`src/rtl/tl_ad_buffer.sv`:
```
// TileLink-UL A/D channel buffer: one independently sized circular FIFO per channel,
// each with optional empty-bypass (flow) and full-pass-through (pipe) behaviour.

module tl_ad_buffer_fifo #(
    parameter int unsigned WIDTH = 1,
    parameter int unsigned DEPTH = 2,
    parameter bit          FLOW  = 1'b0,
    parameter bit          PIPE  = 1'b0,
    parameter int unsigned CW    = $clog2(DEPTH + 1)
) (
    input  logic             clock,
    input  logic             reset,
    input  logic             in_valid,
    output logic             in_ready,
    input  logic [WIDTH-1:0] in_bits,
    output logic             out_valid,
    input  logic             out_ready,
    output logic [WIDTH-1:0] out_bits,
    output logic [CW-1:0]    count
);
    localparam int unsigned   PW   = (DEPTH > 1) ? $clog2(DEPTH) : 1;
    localparam logic [PW-1:0] LAST = PW'(DEPTH - 1);

    logic [WIDTH-1:0] mem [DEPTH];
    logic [PW-1:0]    wptr;
    logic [PW-1:0]    rptr;
    logic             maybe_full;
    logic             ptr_match;
    logic             empty;
    logic             full;
    logic             bypass;
    logic             do_enq;
    logic             do_deq;

    always_comb begin
        ptr_match = (wptr == rptr);
        empty     = ptr_match && !maybe_full;
        full      = ptr_match && maybe_full;
        in_ready  = !reset && (!full || (PIPE && out_ready));
        out_valid = !reset && (!empty || (FLOW && in_valid));
        bypass    = FLOW && empty;
        out_bits  = bypass ? in_bits : mem[rptr];
        // A bypassed beat that is taken immediately never touches storage.
        do_enq    = in_valid && in_ready && !(bypass && out_ready);
        do_deq    = out_valid && out_ready && !empty;
        if (full)
            count = CW'(DEPTH);
        else if (wptr >= rptr)
            count = CW'(wptr) - CW'(rptr);
        else
            count = CW'(DEPTH) + CW'(wptr) - CW'(rptr);
    end

    always_ff @(posedge clock) begin
        if (reset) begin
            wptr       <= '0;
            rptr       <= '0;
            maybe_full <= 1'b0;
        end else begin
            if (do_enq)
                wptr <= (wptr == LAST) ? '0 : wptr + PW'(1);
            if (do_deq)
                rptr <= (rptr == LAST) ? '0 : rptr + PW'(1);
            if (do_enq != do_deq)
                maybe_full <= do_enq;
        end
    end

    always_ff @(posedge clock) begin
        if (do_enq)
            mem[wptr] <= in_bits;
    end
endmodule

module tl_ad_buffer #(
    parameter int unsigned ADDR_W  = 14,
    parameter int unsigned DATA_W  = 32,
    parameter int unsigned SRC_W   = 7,
    parameter int unsigned SIZE_W  = 4,
    parameter int unsigned A_DEPTH = 2,
    parameter int unsigned D_DEPTH = 2,
    parameter int unsigned A_FLOW  = 0,
    parameter int unsigned D_FLOW  = 0,
    parameter int unsigned A_PIPE  = 0,
    parameter int unsigned D_PIPE  = 0
) (
    input  logic                           clock,
    input  logic                           reset,
    input  logic                           a_in_valid,
    output logic                           a_in_ready,
    input  logic [2:0]                     a_in_opcode,
    input  logic [2:0]                     a_in_param,
    input  logic [SIZE_W-1:0]              a_in_size,
    input  logic [SRC_W-1:0]               a_in_source,
    input  logic [ADDR_W-1:0]              a_in_address,
    input  logic [DATA_W/8-1:0]            a_in_mask,
    input  logic [DATA_W-1:0]              a_in_data,
    input  logic                           a_in_corrupt,
    output logic                           a_out_valid,
    input  logic                           a_out_ready,
    output logic [2:0]                     a_out_opcode,
    output logic [2:0]                     a_out_param,
    output logic [SIZE_W-1:0]              a_out_size,
    output logic [SRC_W-1:0]               a_out_source,
    output logic [ADDR_W-1:0]              a_out_address,
    output logic [DATA_W/8-1:0]            a_out_mask,
    output logic [DATA_W-1:0]              a_out_data,
    output logic                           a_out_corrupt,
    input  logic                           d_in_valid,
    output logic                           d_in_ready,
    input  logic [2:0]                     d_in_opcode,
    input  logic [1:0]                     d_in_param,
    input  logic [SIZE_W-1:0]              d_in_size,
    input  logic [SRC_W-1:0]               d_in_source,
    input  logic                           d_in_sink,
    input  logic                           d_in_denied,
    input  logic [DATA_W-1:0]              d_in_data,
    input  logic                           d_in_corrupt,
    output logic                           d_out_valid,
    input  logic                           d_out_ready,
    output logic [2:0]                     d_out_opcode,
    output logic [1:0]                     d_out_param,
    output logic [SIZE_W-1:0]              d_out_size,
    output logic [SRC_W-1:0]               d_out_source,
    output logic                           d_out_sink,
    output logic                           d_out_denied,
    output logic [DATA_W-1:0]              d_out_data,
    output logic                           d_out_corrupt,
    output logic [$clog2(A_DEPTH+1)-1:0]   a_count,
    output logic [$clog2(D_DEPTH+1)-1:0]   d_count
);
    localparam int unsigned AW = 3 + 3 + SIZE_W + SRC_W + ADDR_W + DATA_W/8 + DATA_W + 1;
    localparam int unsigned DW = 3 + 2 + SIZE_W + SRC_W + 1 + 1 + DATA_W + 1;

    logic [AW-1:0] a_in_bits;
    logic [AW-1:0] a_out_bits;
    logic [DW-1:0] d_in_bits;
    logic [DW-1:0] d_out_bits;

    assign a_in_bits = {a_in_opcode, a_in_param, a_in_size, a_in_source,
                        a_in_address, a_in_mask, a_in_data, a_in_corrupt};
    assign {a_out_opcode, a_out_param, a_out_size, a_out_source,
            a_out_address, a_out_mask, a_out_data, a_out_corrupt} = a_out_bits;

    assign d_in_bits = {d_in_opcode, d_in_param, d_in_size, d_in_source,
                        d_in_sink, d_in_denied, d_in_data, d_in_corrupt};
    assign {d_out_opcode, d_out_param, d_out_size, d_out_source,
            d_out_sink, d_out_denied, d_out_data, d_out_corrupt} = d_out_bits;

    tl_ad_buffer_fifo #(
        .WIDTH (AW),
        .DEPTH (A_DEPTH),
        .FLOW  (A_FLOW != 0),
        .PIPE  (A_PIPE != 0),
        .CW    ($clog2(A_DEPTH + 1))
    ) u_a_fifo (
        .clock     (clock),
        .reset     (reset),
        .in_valid  (a_in_valid),
        .in_ready  (a_in_ready),
        .in_bits   (a_in_bits),
        .out_valid (a_out_valid),
        .out_ready (a_out_ready),
        .out_bits  (a_out_bits),
        .count     (a_count)
    );

    tl_ad_buffer_fifo #(
        .WIDTH (DW),
        .DEPTH (D_DEPTH),
        .FLOW  (D_FLOW != 0),
        .PIPE  (D_PIPE != 0),
        .CW    ($clog2(D_DEPTH + 1))
    ) u_d_fifo (
        .clock     (clock),
        .reset     (reset),
        .in_valid  (d_in_valid),
        .in_ready  (d_in_ready),
        .in_bits   (d_in_bits),
        .out_valid (d_out_valid),
        .out_ready (d_out_ready),
        .out_bits  (d_out_bits),
        .count     (d_count)
    );
endmodule

```
`config.mk`:
```
export PLATFORM = sky130hd
export DESIGN_NAME = tl_ad_buffer
export DESIGN_NICKNAME = d
export VERILOG_FILES = /design/src/rtl/tl_ad_buffer.sv
export SDC_FILE = /design/constraint.sdc
export NUM_CORES = 1
export LEC_CHECK = 0
export ABC_AREA = 0
export CAP_MARGIN = 10
export CORE_MARGIN = 4
export CORE_UTILIZATION = 45
export CTS_CLUSTER_SIZE = 20
export DETAILED_ROUTE_END_ITERATION = 10
export MAX_ROUTING_LAYER = met4
export PLACE_DENSITY = 0.75
export SKIP_CTS_REPAIR_TIMING = 1
export SYNTH_ARGS = -nofsm -noshare
export SYNTH_HDL_FRONTEND = slang
export SYNTH_HIERARCHICAL = 1
export SYNTH_SLANG_ARGS = --single-unit
```
`constraint.sdc`:
```
create_clock -name clock -period 3.4 [get_ports clock]
set_input_delay 0.68 -clock clock [delete_from_list [all_inputs] [get_ports clock]]
set_output_delay 0.68 -clock clock [all_outputs]
set_load 0.01 [all_outputs]
```
==> out/results.ini <==
[run_status]
outcome=completed

[detailed_routing]
initialDrtViolationCount=194
drtAntennaViolNets=0
routed_wl_mm=19.1
vias_per_cell=4.91
drc_errors=0
vias=4814
dr.pass1.iters=4
wl_per_cell_um=19.5

[timing]
slew_violations=0
fin_tns_setup_ns=0
worst_pin_slew_ns=0.451
final-hold-violation-count=0
skew_ns=0.00739
whs_ns=0.586
maxSlewHeadroom=0.699
setup_viol=0
finalCriticalPeriod_ns=3.01
rsz0062_at_grt=false
fmax_ghz=0.333
period_share=0.884

[hold_path]
min_path_cells=2
hold_path.class=register to register
hold_start=u_a_fifo/wptr
hold_end=u_a_fifo/wptr

[critical_path]
crit_chain=buf_4 > mux2_2 > clkdlybuf4s50_1
r2r_cells=5
arrival_ns=2.33
worstReg2RegEnd=u_a_fifo/mem[0][40]
path_class=register to primary output
end_kind=primary output
cp.required_ns=2.72
path_max_fanout=24
reg2reg_from=u_a_fifo/wptr
cp_slowest_cell=dfxtp_4
critPathLaunchType=register
cp_slowest_stage_delay_ns=0.63
r2r_setup_slack_ns=1.35

[logic_synthesis]
synth_cell_types=21
synth_edf_count=238
synth-seq-cells=246
netlist.area_leader.share=0.760
syn_nets=552
netlist_top_cells_area=edfxtp_1 76%, mux2_4 11%, mux2_2 6.3%
async_reset_ff_frac=0
synth_compound_area_frac=0.0109
synth_ff_type=edfxtp_1
synthAdderAreaFrac=0.00532
synth-simple-area-share=0.00705
synthCells=423
ys_seq_area_frac=0.777
netlist_top_cells_count=238 x edfxtp_1, 70 x mux2_4, 53 x mux2_2
muxShareOfSynthArea=0.175
synth-xor-area-share=0.00186
synth_most_common_cell=edfxtp_1
netlist_area_um2=9410
yosys.area.top_type=edfxtp_1
synth.avg_cell_area_um2=22.2
yosysWarnings=6
synth_top_family_by_area=multiplexers

[layout]
area_growth_pct=37.4
n_antenna_cell=0
fin_nets=824
drive_gt1_frac=0.239
n_fill_cell=1384

[floorplan]
die_w_um=153
core_area_um2=20400
initial_utilization=0.462
rows=52
io_pins=252
fp.dieH_um=153
dieArea_um2=23300

[clock_tree]
cts_tree=built
cts_max_level=1
numCtsBuffers=25
root_buffer=clkbuf_16
cts.sinks=246
worstSkewPairLatency_ns=0.50
path_clk_slew_ns=0.06
clockBufferDepth=3

[pwr]
ir_drop_mv=0.425
pwr_density_cell_nw_per_um2=594
power_leakage_nw=4.46

[run]
max-cap-violations=0

[place]
port-buffer-count=251
globalplace.congestion=0.781
dp_hpwl_mm=13.1

[global_routing]
overflow=0
grt_pass1_vias=5310
grt_start_max_net_pins=69
grt.total_usage=0.160
grt_pass1_wl_mm=28.8
antenna_found_initial=0

-- per-stage QoR --
| stage | setup WS, ns | utilization | power, mW | area [µm²] | std cells |
|---|---|---|---|---|---|
| finish | 0.394 | 0.634 | 7.68 | 12900 | 980 |
| global route | 0.284 | 0.634 | 8.01 | 12900 | 980 |
| CTS | 0.314 | 0.634 | 7.80 | 12900 | 980 |
| detailed placement | 0.527 | 0.600 | 5.40 | 12200 | 938 |
| global placement | 0.606 | 0.600 | 5.35 | 12200 | 938 |
| floorplan | 0.211 | - | 4.58 | 9410 | 423 |
-- flip-flops by register name, indices dropped and copies added (netlist names), named ones only --
register             count
u_a_fifo/mem           136
u_a_fifo/rptr            1
u_a_fifo/maybe_full      1
u_d_fifo/maybe_full      1
u_d_fifo/rptr            1
u_a_fifo/wptr            1
u_d_fifo/wptr            1
u_d_fifo/mem           102
-- layout make-up --
class / count / area (µm²) / share of cell area
flip-flops and latches: 246 / 7310 / 0.566
repair buffers: 259 / 2650 / 0.205
multi-input cells: 155 / 1890 / 0.146
clock buffers: 29 / 641 / 0.0496
well taps: 270 / 338 / 0.0261
clock inverters: 13 / 61.3 / 0.00474
inverters: 8 / 30.0 / 0.00232
-- worst max-delay path: cells and delay by family (launching register included) --
kind	cells	cell delay, ns
muxes	1	0.37
DFF	1	0.63
buffers and inverters	2	0.83
-- logic make-up after synthesis --
logic type,Yosys count
simple gates,12
fa+ha+maj,4
mux,123
compound gates,14
xor+xnor,2
buf+inv,22
flops,246
-- layer usage --
layer,track usage,vias up,wire [µm]
li1,-,2208,-
met5,-,-,0
met2,0.260,226,9110
met1,0.192,2353,7740
met3,0.0596,27,1950
met4,0.0339,0,314
-- cell usage in the layout (no fill, tap or decap) --
master and count:
o32ai_1 2, or2b_1 1, dfxtp_1 6, clkbuf_16 25
a21boi_2 2, edfxtp_1 238, clkdlybuf4s50_1 251, o22ai_1 2
buf_12 6, nor2_1 4, a21oi_1 4, buf_4 2
xnor2_1 2, clkinvlp_4 2, nor2b_1 2, mux2_4 70
dfxtp_4 2, clkinv_1 7, clkbuf_1 4, and3_2 4
a21boi_0 4, clkinv_2 4, mux2_2 53, ha_1 4
inv_1 8, nand2b_1 1
-- how the worst max path moves through the flow --
stage / slack (ns) / end
after floorplan: 0.21 / u_a_fifo/mem[0][0]
after global placement: 0.61 / a_in_ready
after detailed placement: 0.53 / d_in_ready
after CTS: 0.31 / a_out_address[13]
after global routing: 0.28 / a_out_address[13]
final: 0.39 / a_out_address[13]
-- power by group --
part	switching (mW)	leakage, nW	internal, mW
clock network	1.03	0.340	1.33
registers	0.115	2.25	3.54
logic	0.645	1.88	1.01
total	1.79	4.46	5.89
No activity file was read; power rests on OpenSTA's default activity.
